==> src/rtl/multiword_adder_seq.sv <==
// ---------------------------------------------------------------------------
// multiword_adder_seq
//   Sequential N-bit adder/subtractor (N = 16*WORDS). The operands are
//   captured once, then one 16-bit slice is added per cycle, LSB slice
//   first, through a single shared 16-bit carry-lookahead adder. The result
//   and its flags are presented with a valid/ready handshake.
//
// Ports
//   CLK        in   clock, rising edge
//   RST_N      in   asynchronous active-low reset
//   IN_VALID   in   operand request valid
//   IN_READY   out  operands can be accepted (idle only)
//   X, Y       in   N-bit operands
//   C_in       in   carry-in for addition (ignored when SUB=1)
//   SUB        in   0: X+Y+C_in, 1: X-Y
//   OUT_VALID  out  result valid
//   OUT_READY  in   consumer takes the result
//   S          out  N-bit sum/difference
//   C_out      out  carry out of the MSB (subtract: 1 = no borrow)
//   V          out  signed overflow
//   Z          out  result is zero
// ---------------------------------------------------------------------------

// 16-bit carry-lookahead adder: four 4-bit groups with a second lookahead
// level across the groups. c15_o (carry into bit 15) is exported so the
// caller can form signed overflow on the top slice.
module cla16 (
    input  logic [15:0] a_i,
    input  logic [15:0] b_i,
    input  logic        c_i,
    output logic [15:0] s_o,
    output logic        c15_o,
    output logic        c_o
);
    logic [15:0] p, g;
    logic [16:0] c;
    logic [3:0]  gg, gp;
    logic [4:0]  gc;

    always_comb begin
        p  = a_i ^ b_i;
        g  = a_i & b_i;
        gg = '0;
        gp = '0;
        gc = '0;
        c  = '0;
        for (int k = 0; k < 4; k++) begin
            gg[k] = g[4*k+3]
                  | (p[4*k+3] & g[4*k+2])
                  | (p[4*k+3] & p[4*k+2] & g[4*k+1])
                  | (p[4*k+3] & p[4*k+2] & p[4*k+1] & g[4*k]);
            gp[k] = &p[4*k +: 4];
        end
        gc[0] = c_i;
        gc[1] = gg[0] | (gp[0] & gc[0]);
        gc[2] = gg[1] | (gp[1] & gg[0]) | (gp[1] & gp[0] & gc[0]);
        gc[3] = gg[2] | (gp[2] & gg[1]) | (gp[2] & gp[1] & gg[0])
              | (gp[2] & gp[1] & gp[0] & gc[0]);
        gc[4] = gg[3] | (gp[3] & gg[2]) | (gp[3] & gp[2] & gg[1])
              | (gp[3] & gp[2] & gp[1] & gg[0])
              | (gp[3] & gp[2] & gp[1] & gp[0] & gc[0]);
        for (int k = 0; k < 4; k++) begin
            c[4*k]   = gc[k];
            c[4*k+1] = g[4*k] | (p[4*k] & gc[k]);
            c[4*k+2] = g[4*k+1] | (p[4*k+1] & g[4*k]) | (p[4*k+1] & p[4*k] & gc[k]);
            c[4*k+3] = g[4*k+2] | (p[4*k+2] & g[4*k+1])
                     | (p[4*k+2] & p[4*k+1] & g[4*k])
                     | (p[4*k+2] & p[4*k+1] & p[4*k] & gc[k]);
        end
        c[16] = gc[4];
        s_o   = p ^ c[15:0];
        c15_o = c[15];
        c_o   = c[16];
    end
endmodule

module multiword_adder_seq #(
    parameter int WORDS = 4
) (
    input  logic                  CLK,
    input  logic                  RST_N,
    input  logic                  IN_VALID,
    output logic                  IN_READY,
    input  logic [16*WORDS-1:0]   X,
    input  logic [16*WORDS-1:0]   Y,
    input  logic                  C_in,
    input  logic                  SUB,
    output logic                  OUT_VALID,
    input  logic                  OUT_READY,
    output logic [16*WORDS-1:0]   S,
    output logic                  C_out,
    output logic                  V,
    output logic                  Z
);
    localparam int N     = 16 * WORDS;
    localparam int IDX_W = $clog2(WORDS);
    localparam logic [IDX_W-1:0] LAST = IDX_W'(WORDS - 1);

    typedef enum logic [1:0] {IDLE, CALC, DONE} state_t;

    state_t           state_q;
    logic [IDX_W-1:0] idx_q;
    logic             carry_q;
    logic [N-1:0]     x_q, y_q, s_q;
    logic             cout_q, v_q, z_q;
    logic             in_ready_q, out_valid_q;

    logic [15:0]      a_sl, b_sl, sum_sl;
    logic             c15_sl, cout_sl;
    logic [N-1:0]     s_d;

    // Slice base is idx*16, formed by concatenation to keep the index narrow.
    always_comb begin
        a_sl = x_q[{idx_q, 4'b0000} +: 16];
        b_sl = y_q[{idx_q, 4'b0000} +: 16];
        s_d  = s_q;
        s_d[{idx_q, 4'b0000} +: 16] = sum_sl;
    end

    cla16 u_cla (
        .a_i   (a_sl),
        .b_i   (b_sl),
        .c_i   (carry_q),
        .s_o   (sum_sl),
        .c15_o (c15_sl),
        .c_o   (cout_sl)
    );

    always_ff @(posedge CLK or negedge RST_N) begin
        if (!RST_N) begin
            state_q     <= IDLE;
            idx_q       <= '0;
            carry_q     <= 1'b0;
            x_q         <= '0;
            y_q         <= '0;
            s_q         <= '0;
            cout_q      <= 1'b0;
            v_q         <= 1'b0;
            z_q         <= 1'b0;
            in_ready_q  <= 1'b1;
            out_valid_q <= 1'b0;
        end else begin
            case (state_q)
                IDLE: begin
                    if (IN_VALID && in_ready_q) begin
                        // Subtraction is X + ~Y + 1: invert Y once here and
                        // seed the carry with 1, so CALC only ever adds.
                        x_q        <= X;
                        y_q        <= Y ^ {N{SUB}};
                        carry_q    <= SUB | C_in;
                        idx_q      <= '0;
                        state_q    <= CALC;
                        in_ready_q <= 1'b0;
                    end
                end
                CALC: begin
                    s_q     <= s_d;
                    carry_q <= cout_sl;
                    if (idx_q == LAST) begin
                        // Top slice: its carries are those of bits N-2/N-1.
                        cout_q      <= cout_sl;
                        v_q         <= c15_sl ^ cout_sl;
                        z_q         <= (s_d == '0);
                        idx_q       <= '0;
                        state_q     <= DONE;
                        out_valid_q <= 1'b1;
                    end else begin
                        idx_q <= idx_q + 1'b1;
                    end
                end
                DONE: begin
                    if (OUT_READY) begin
                        state_q     <= IDLE;
                        out_valid_q <= 1'b0;
                        in_ready_q  <= 1'b1;
                    end
                end
                default: begin
                    state_q     <= IDLE;
                    out_valid_q <= 1'b0;
                    in_ready_q  <= 1'b1;
                end
            endcase
        end
    end

    assign IN_READY  = in_ready_q;
    assign OUT_VALID = out_valid_q;
    assign S         = s_q;
    assign C_out     = cout_q;
    assign V         = v_q;
    assign Z         = z_q;
endmodule

==> config.mk <==
export PLATFORM = sky130hd
export DESIGN_NAME = multiword_adder_seq
export DESIGN_NICKNAME = d
export VERILOG_FILES = /design/src/rtl/multiword_adder_seq.sv
export SDC_FILE = /design/constraint.sdc
export NUM_CORES = 1
export LEC_CHECK = 0
export CELL_PAD_IN_SITES_DETAIL_PLACEMENT = 0
export CELL_PAD_IN_SITES_GLOBAL_PLACEMENT = 2
export CORE_MARGIN = 5
export CORE_UTILIZATION = 32
export DETAILED_ROUTE_END_ITERATION = 8
export PLACE_DENSITY = 0.87
export SKIP_CTS_REPAIR_TIMING = 1
export SKIP_LAST_GASP = 1
export SLEW_MARGIN = 25
export SYNTH_ARGS = -nofsm -noshare
export SYNTH_HDL_FRONTEND = slang
export SYNTH_SLANG_ARGS = --single-unit
==> constraint.sdc <==
create_clock -name CLK -period 6.6 [get_ports CLK]
set_input_delay 1.32 -clock CLK [delete_from_list [all_inputs] [get_ports CLK]]
set_output_delay 1.32 -clock CLK [all_outputs]
set_load 0.005 [all_outputs]
* After elaboration in Yosys (flattened, before gate mapping)
Index checks and enable logic that the tools add are counted.
Cells by class: bitwise gates (word level) 126, $add $sub $neg 2, equal/unequal tests 6, shift operators 4, reduce and logical (&&, ||, !) cells 14, mux-type cells 16
Operator list (number):
- 64-bit by 7-bit variable part select with 16-bit output | 2
- 1-bit bitwise AND | 72
- 64-bit bitwise mux | 1
- 64-bit logical NOT | 1
- 16-bit by 8-bit variable shift with 64-bit output, first input constant | 1
- 16-bit by 8-bit variable part select with 64-bit output | 1
- 64-bit XOR | 1
- 1-bit bitwise OR | 47
- 16-bit XOR | 2
- 16-bit bitwise AND | 1
- 4-bit AND reduction | 4
- 2-bit 2-to-1 mux | 5
- 3-bit AND reduction | 3
- 6-bit negation with 8-bit output | 1
- 2-bit != test, second input constant | 3
- 1-bit one-hot mux with 3 select lines | 2
- 2-bit one-hot mux with 3 select lines | 1
- 2-bit AND reduction | 3
- 1-bit 2-to-1 mux | 5
- 2-bit equality test, second input constant | 2
- 2-bit one-hot mux with 2 select lines | 1
- 2-bit by 1-bit adder with 2-bit output, second input constant | 1
- 2-bit by 1-bit equality test with 1-bit output, second input constant | 1
- 2-bit logical NOT | 1
- 5 further kinds | 6
Word-level totals: output and inout bits 69, logic and storage cells 179, flip-flop bits (word level) 202

* Depth between registers and ports, before layout
depth after elaboration 16, depth in mapped cells 17, mapped depth without buffers 14

* Hierarchy
Synthesis repeated with hierarchy kept, for this count alone.
Unflattened totals: cells, all modules 915, area, all modules 9718.1 um^2
Modules (own cells, without submodules):
- multiword_adder_seq | area an instance 9026.2 um^2, cells each 833, instances 1
- cla16 | area an instance 691.9 um^2, cells each 82, instances 1

* Worst setup path before layout
Ideal clock, no wire load.
kind reg-to-reg, start register idx_q[0], end register z_q, in the netlist Z, setup slack 1.762 ns, clock period less this slack 4.838 ns, stages on the path, launching flop included 18, data arrival time 4.746 ns, path through dfrtp_1 > clkbuf_1 > clkbuf_1 > buf_2 > mux4_2 > ha_1 > nand3_1 > o2111ai_1 > a31oi_1 > o21bai_1 > fa_1 > xnor2_1 > nand4b_1 > o41ai_1 > o211ai_1 > nor4_1 > o221ai_1 > o31ai_2
Between the ends: cells in the longest elaborated chain, start to end 16, elaborated cells between the ends (all ways) 114, those cells by class 1 x add/sub; 1 x eq/ne; 4 x shift; 1 x mux; 102 x bitwise; 5 x reduce/logical
RTL lines:
- start, declared | RTL line 102 | logic [IDX_W-1:0] idx_q;
- start signal, assigned | RTL line 168 | idx_q <= idx_q + 1'b1;
- 64-bit by 7-bit variable part select with 16-bit output (on tied branches) | RTL line 114, 115
- 16-bit XOR or 16-bit bitwise AND (tied branches) | RTL line 41, 42
- 1-bit bitwise AND (on tied branches) | RTL line 49, 50, 51
- 1-bit bitwise OR, or another cell as far along | RTL line 49 | | (p[4*k+3] & g[4*k+2])
- 1-bit bitwise OR or 1-bit bitwise AND (tied branches) | RTL line 50, 51
- 1-bit bitwise OR | RTL line 51 | | (p[4*k+3] & p[4*k+2] & p[4*k+1] & g[4*k]);
- 1-bit bitwise AND | RTL line 57 | gc[3] = gg[2] | (gp[2] & gg[1]) | (gp[2] & gp[1] & gg[0])
- 1-bit bitwise OR (2 in a row) | RTL line 57
- 1-bit bitwise OR | RTL line 58 | | (gp[2] & gp[1] & gp[0] & gc[0]);
- 1-bit bitwise AND (on tied branches) | RTL line 64, 65, 68
- 1-bit bitwise OR (on tied branches) | RTL line 64, 65, 68
- 16-bit XOR | RTL line 71 | s_o = p ^ c[15:0];
- 16-bit by 8-bit variable part select with 64-bit output | RTL line 117 | s_d[{idx_q, 4'b0000} +: 16] = sum_sl;
- 64-bit bitwise mux | RTL line 117
- 64-bit logical NOT | RTL line 163 | z_q <= (s_d == '0);
- end signal, assigned | RTL line 163
- end, declared | RTL line 105 | logic cout_q, v_q, z_q;
Parallel ways exist; a longest one is shown, timed or not. A chain may end at the register's enable or synchronous reset.

* Final worst setup path
Ends and elaborated chain as after synthesis.

==> results.tsv <==
stage	metric	value	unit
worst_setup_path	cp-start-kind	flip-flop	
sta	fmax	195	MHz
run	max-cap-violations	0	
logic_synthesis	syn_avg_cell_area	10.2	sq um
clock_network	cts_sinks	202	
sta	min_period	5130	ps
place	dp_hpwl	21700	microns
status	status	completed	
floorplanning	ios	203	
global_route	grt_pass1_wl	45600	microns
logic_synthesis	yosysTopAreaCellShare	51.3	%
power	peakVddDrop	0.256	mV
worst_setup_path	crit_fanout	29	
global_route	grt_max_degree	197	
place	place_congestion	0.873	
sta	fin_setup_tns	0	ps
logic_synthesis	synthArstFlopShare	100	%
logic_synthesis	synth_flop_cell	dfrtp_1	
sta	slew_headroom	29.1	%
clock_network	ctsRootBufferMaster	clkbuf_16	
power	power.leakage	5.76	nW
clock_network	tritoncts	done	
floorplanning	row_count	64	
clock_network	clock_latency	500	ps
place	io_buffers	202	
routing	drt_first_pass_iters	4	
logic_synthesis	synthesis.nets	1120	
finish	synthToLayoutAreaGrowth	32.7	%
sta	tightest_slew	1060	ps
sta	timing.final.hold_violations	0	
sta	setup-violations-final	0	
logic_synthesis	yosysTopAreaCell	dfrtp_1	
global_route	track_usage	17.1	%
sta	worst_slack	1470	ps
global_route	grt_overflow	0	
sta	rsz0062_at_grt	false	
routing	wirelength	29600	microns
clock_network	clockBufferDepth	3	
logic_synthesis	synthTopCellsByArea	dfrtp_1 51%, nand2_1 11%, mux4_2 7.3%, xnor2_1 6.2%, o21ai_0 5.0%	
logic_synthesis	synth_edf_count	0	
routing	wl_per_cell	19.0	microns
routing	routed_via_density	4.86	
worst_setup_path	required	7010	ps
routing	route.vias.total	7569	
floorplanning	die_h	185	microns
routing	drt_iter0_markers	614	
floorplanning	initial_utilization	32.2	%
sta	finalClockSkew	14.5	ps
finish	final_nets	1304	
worst_setup_path	crit_arrival	5530	ps
sta	fin_crit_sh	77.7	%
logic_synthesis	synth.most_common_cell	nand2_1	
clock_network	numCtsBuffers	23	
global_route	antenna_found_initial	0	
sta	hold_slack	472	ps
floorplanning	design.core.area	30400	sq um
sta	final_max_slew_viol_count	0	
routing	drc	0	
place	preCtsSetupSlack	1240	ps
clock_network	htree_num_levels	1	
finish	antenna_cells	0	
logic_synthesis	synthDistinctLibCells	59	
worst_setup_path	worstSetupEndpointType	flip-flop	
logic_synthesis	ys_seq_area_share	51.5	%
finish	drive_gt1_share	8.45	%
logic_synthesis	synth_common_cells	300 x nand2_1, 201 x dfrtp_1, 99 x o21ai_0	
worst_hold_path	hp-class	flip-flop to flip-flop	
power	p_per_area	547	nW/um^2
clock_network	clk_transition_reported_paths	60	ps
routing	antenna_left	0	
worst_setup_path	setup.worst_path.class	flip-flop to flip-flop	
logic_synthesis	synth-seq-cells	202	
logic_synthesis	netlist_instances	960	
floorplanning	dieArea	34300	sq um
global_route	grt_pass1_vias	7854	
logic_synthesis	yosys_warnings	0	
floorplanning	die_w	185	microns
logic_synthesis	synth.cell_area	9810	sq um
==> worst max-delay path: stages, from the launching register on <==
cell       delay, ps
dfrtp_4          800
mux4_2           600
ha_1             320
a21oi_2          220
o2111ai_1        270
a31oi_1          350
o21bai_1         150
fa_1             450
xnor2_1          530
nand4b_1         170
o41ai_1          270
o211ai_1         140
nor4_1           320
o221ai_1         190
o31ai_2          230
==> per-stage QoR <==
step | cell area (sq um) | std cells | power, W | util, %
after floorplan | 9810 | 960 | 0.00419 | -
after global placement | 12200 | 1515 | 0.00574 | 40.2
after detailed placement | 12200 | 1515 | 0.00581 | 40.2
after CTS | 13000 | 1556 | 0.00716 | 42.8
after global routing | 13000 | 1556 | 0.00758 | 42.8
final | 13000 | 1556 | 0.00712 | 42.8
==> per-layer routing <==
metal / GRT usage (%) / vias to the layer above / wire length, microns
met3: 2.95 / 48 / 1650
li1: - / 3679 / -
met4: 4.79 / 0 / 811
met2: 27.6 / 230 / 13800
met1: 23.9 / 3612 / 13300
met5: 0 / - / 0
==> cell type report <==
type | instances | area [sq um]
flip-flops and latches | 202 | 5060
repair buffers | 210 | 2100
fillers | 2952 | 17400
clock buffers | 30 | 652
inverters | 14 | 52.6
multi-input cells | 693 | 4520
well taps | 396 | 495
clock inverters | 11 | 140
==> cell usage in the layout, fill, tap and decap left out, drive strengths merged, types with 5 or more instances in the layout <==
master         count
dfrtp            201
nand2            300
clkdlybuf4s50    200
nor3               7
buf                9
a21oi             13
inv               15
a22o              40
mux4              32
nor4              16
clkinv             6
nand2b             7
nand3              7
clkbuf            31
xnor2             69
nor2              14
o21ai            100
ha                22
xor2               5
==> registers in the layout (all words and copies together), names as in the netlist <==
signal     flops
y_q           64
V              1
x_q           64
carry_q        1
S             64
Z              1
C_out          1
idx_q          2
IN_READY       1
OUT_VALID      1
state_q        2
==> where the power goes <==
group          total, W  switching, W  leakage [nW]  internal [W]
registers       0.00219      0.000438          2.62       0.00175
logic           0.00360       0.00210          2.75       0.00150
clock network   0.00133      0.000514         0.392      0.000814
total           0.00712       0.00305          5.76       0.00407
==> cells by family (layout without fill, tap and decap cells) <==
group | count (synthesis) | count (layout) | share of synthesized area (%)
and+or+nand+nor | 372 | 372 | 15.8
DFF | 202 | 202 | 51.5
AOI/OAI and AO/OA | 187 | 187 | 12.3
xor gates and xnor gates | 74 | 74 | 6.61
buffers and inverters | 65 | 265 | 2.52
muxes | 34 | 34 | 7.55
adders and majority gates | 26 | 26 | 3.62
==> path summary, 6_finish.rpt <==
kind                                            from                  end  slack, ps  depth (start not counted)
worst max-delay path            idx_q[0]$_DFFE_PN0P_        Z$_DFFE_PN0P_       1470                         14
worst min-delay path             x_q[24]$_DFFE_PN0P_  x_q[24]$_DFFE_PN0P_        470                          2
worst max register to register  idx_q[0]$_DFFE_PN0P_        Z$_DFFE_PN0P_       1470                         14
worst min register to register   x_q[24]$_DFFE_PN0P_  x_q[24]$_DFFE_PN0P_        470                          2
max in group asynchronous                      RST_N    S[56]$_DFFE_PN0P_       4370                          2
min in group asynchronous                      RST_N  y_q[38]$_DFFE_PN0P_        930                          1
(Power assumes the default switching activity.)
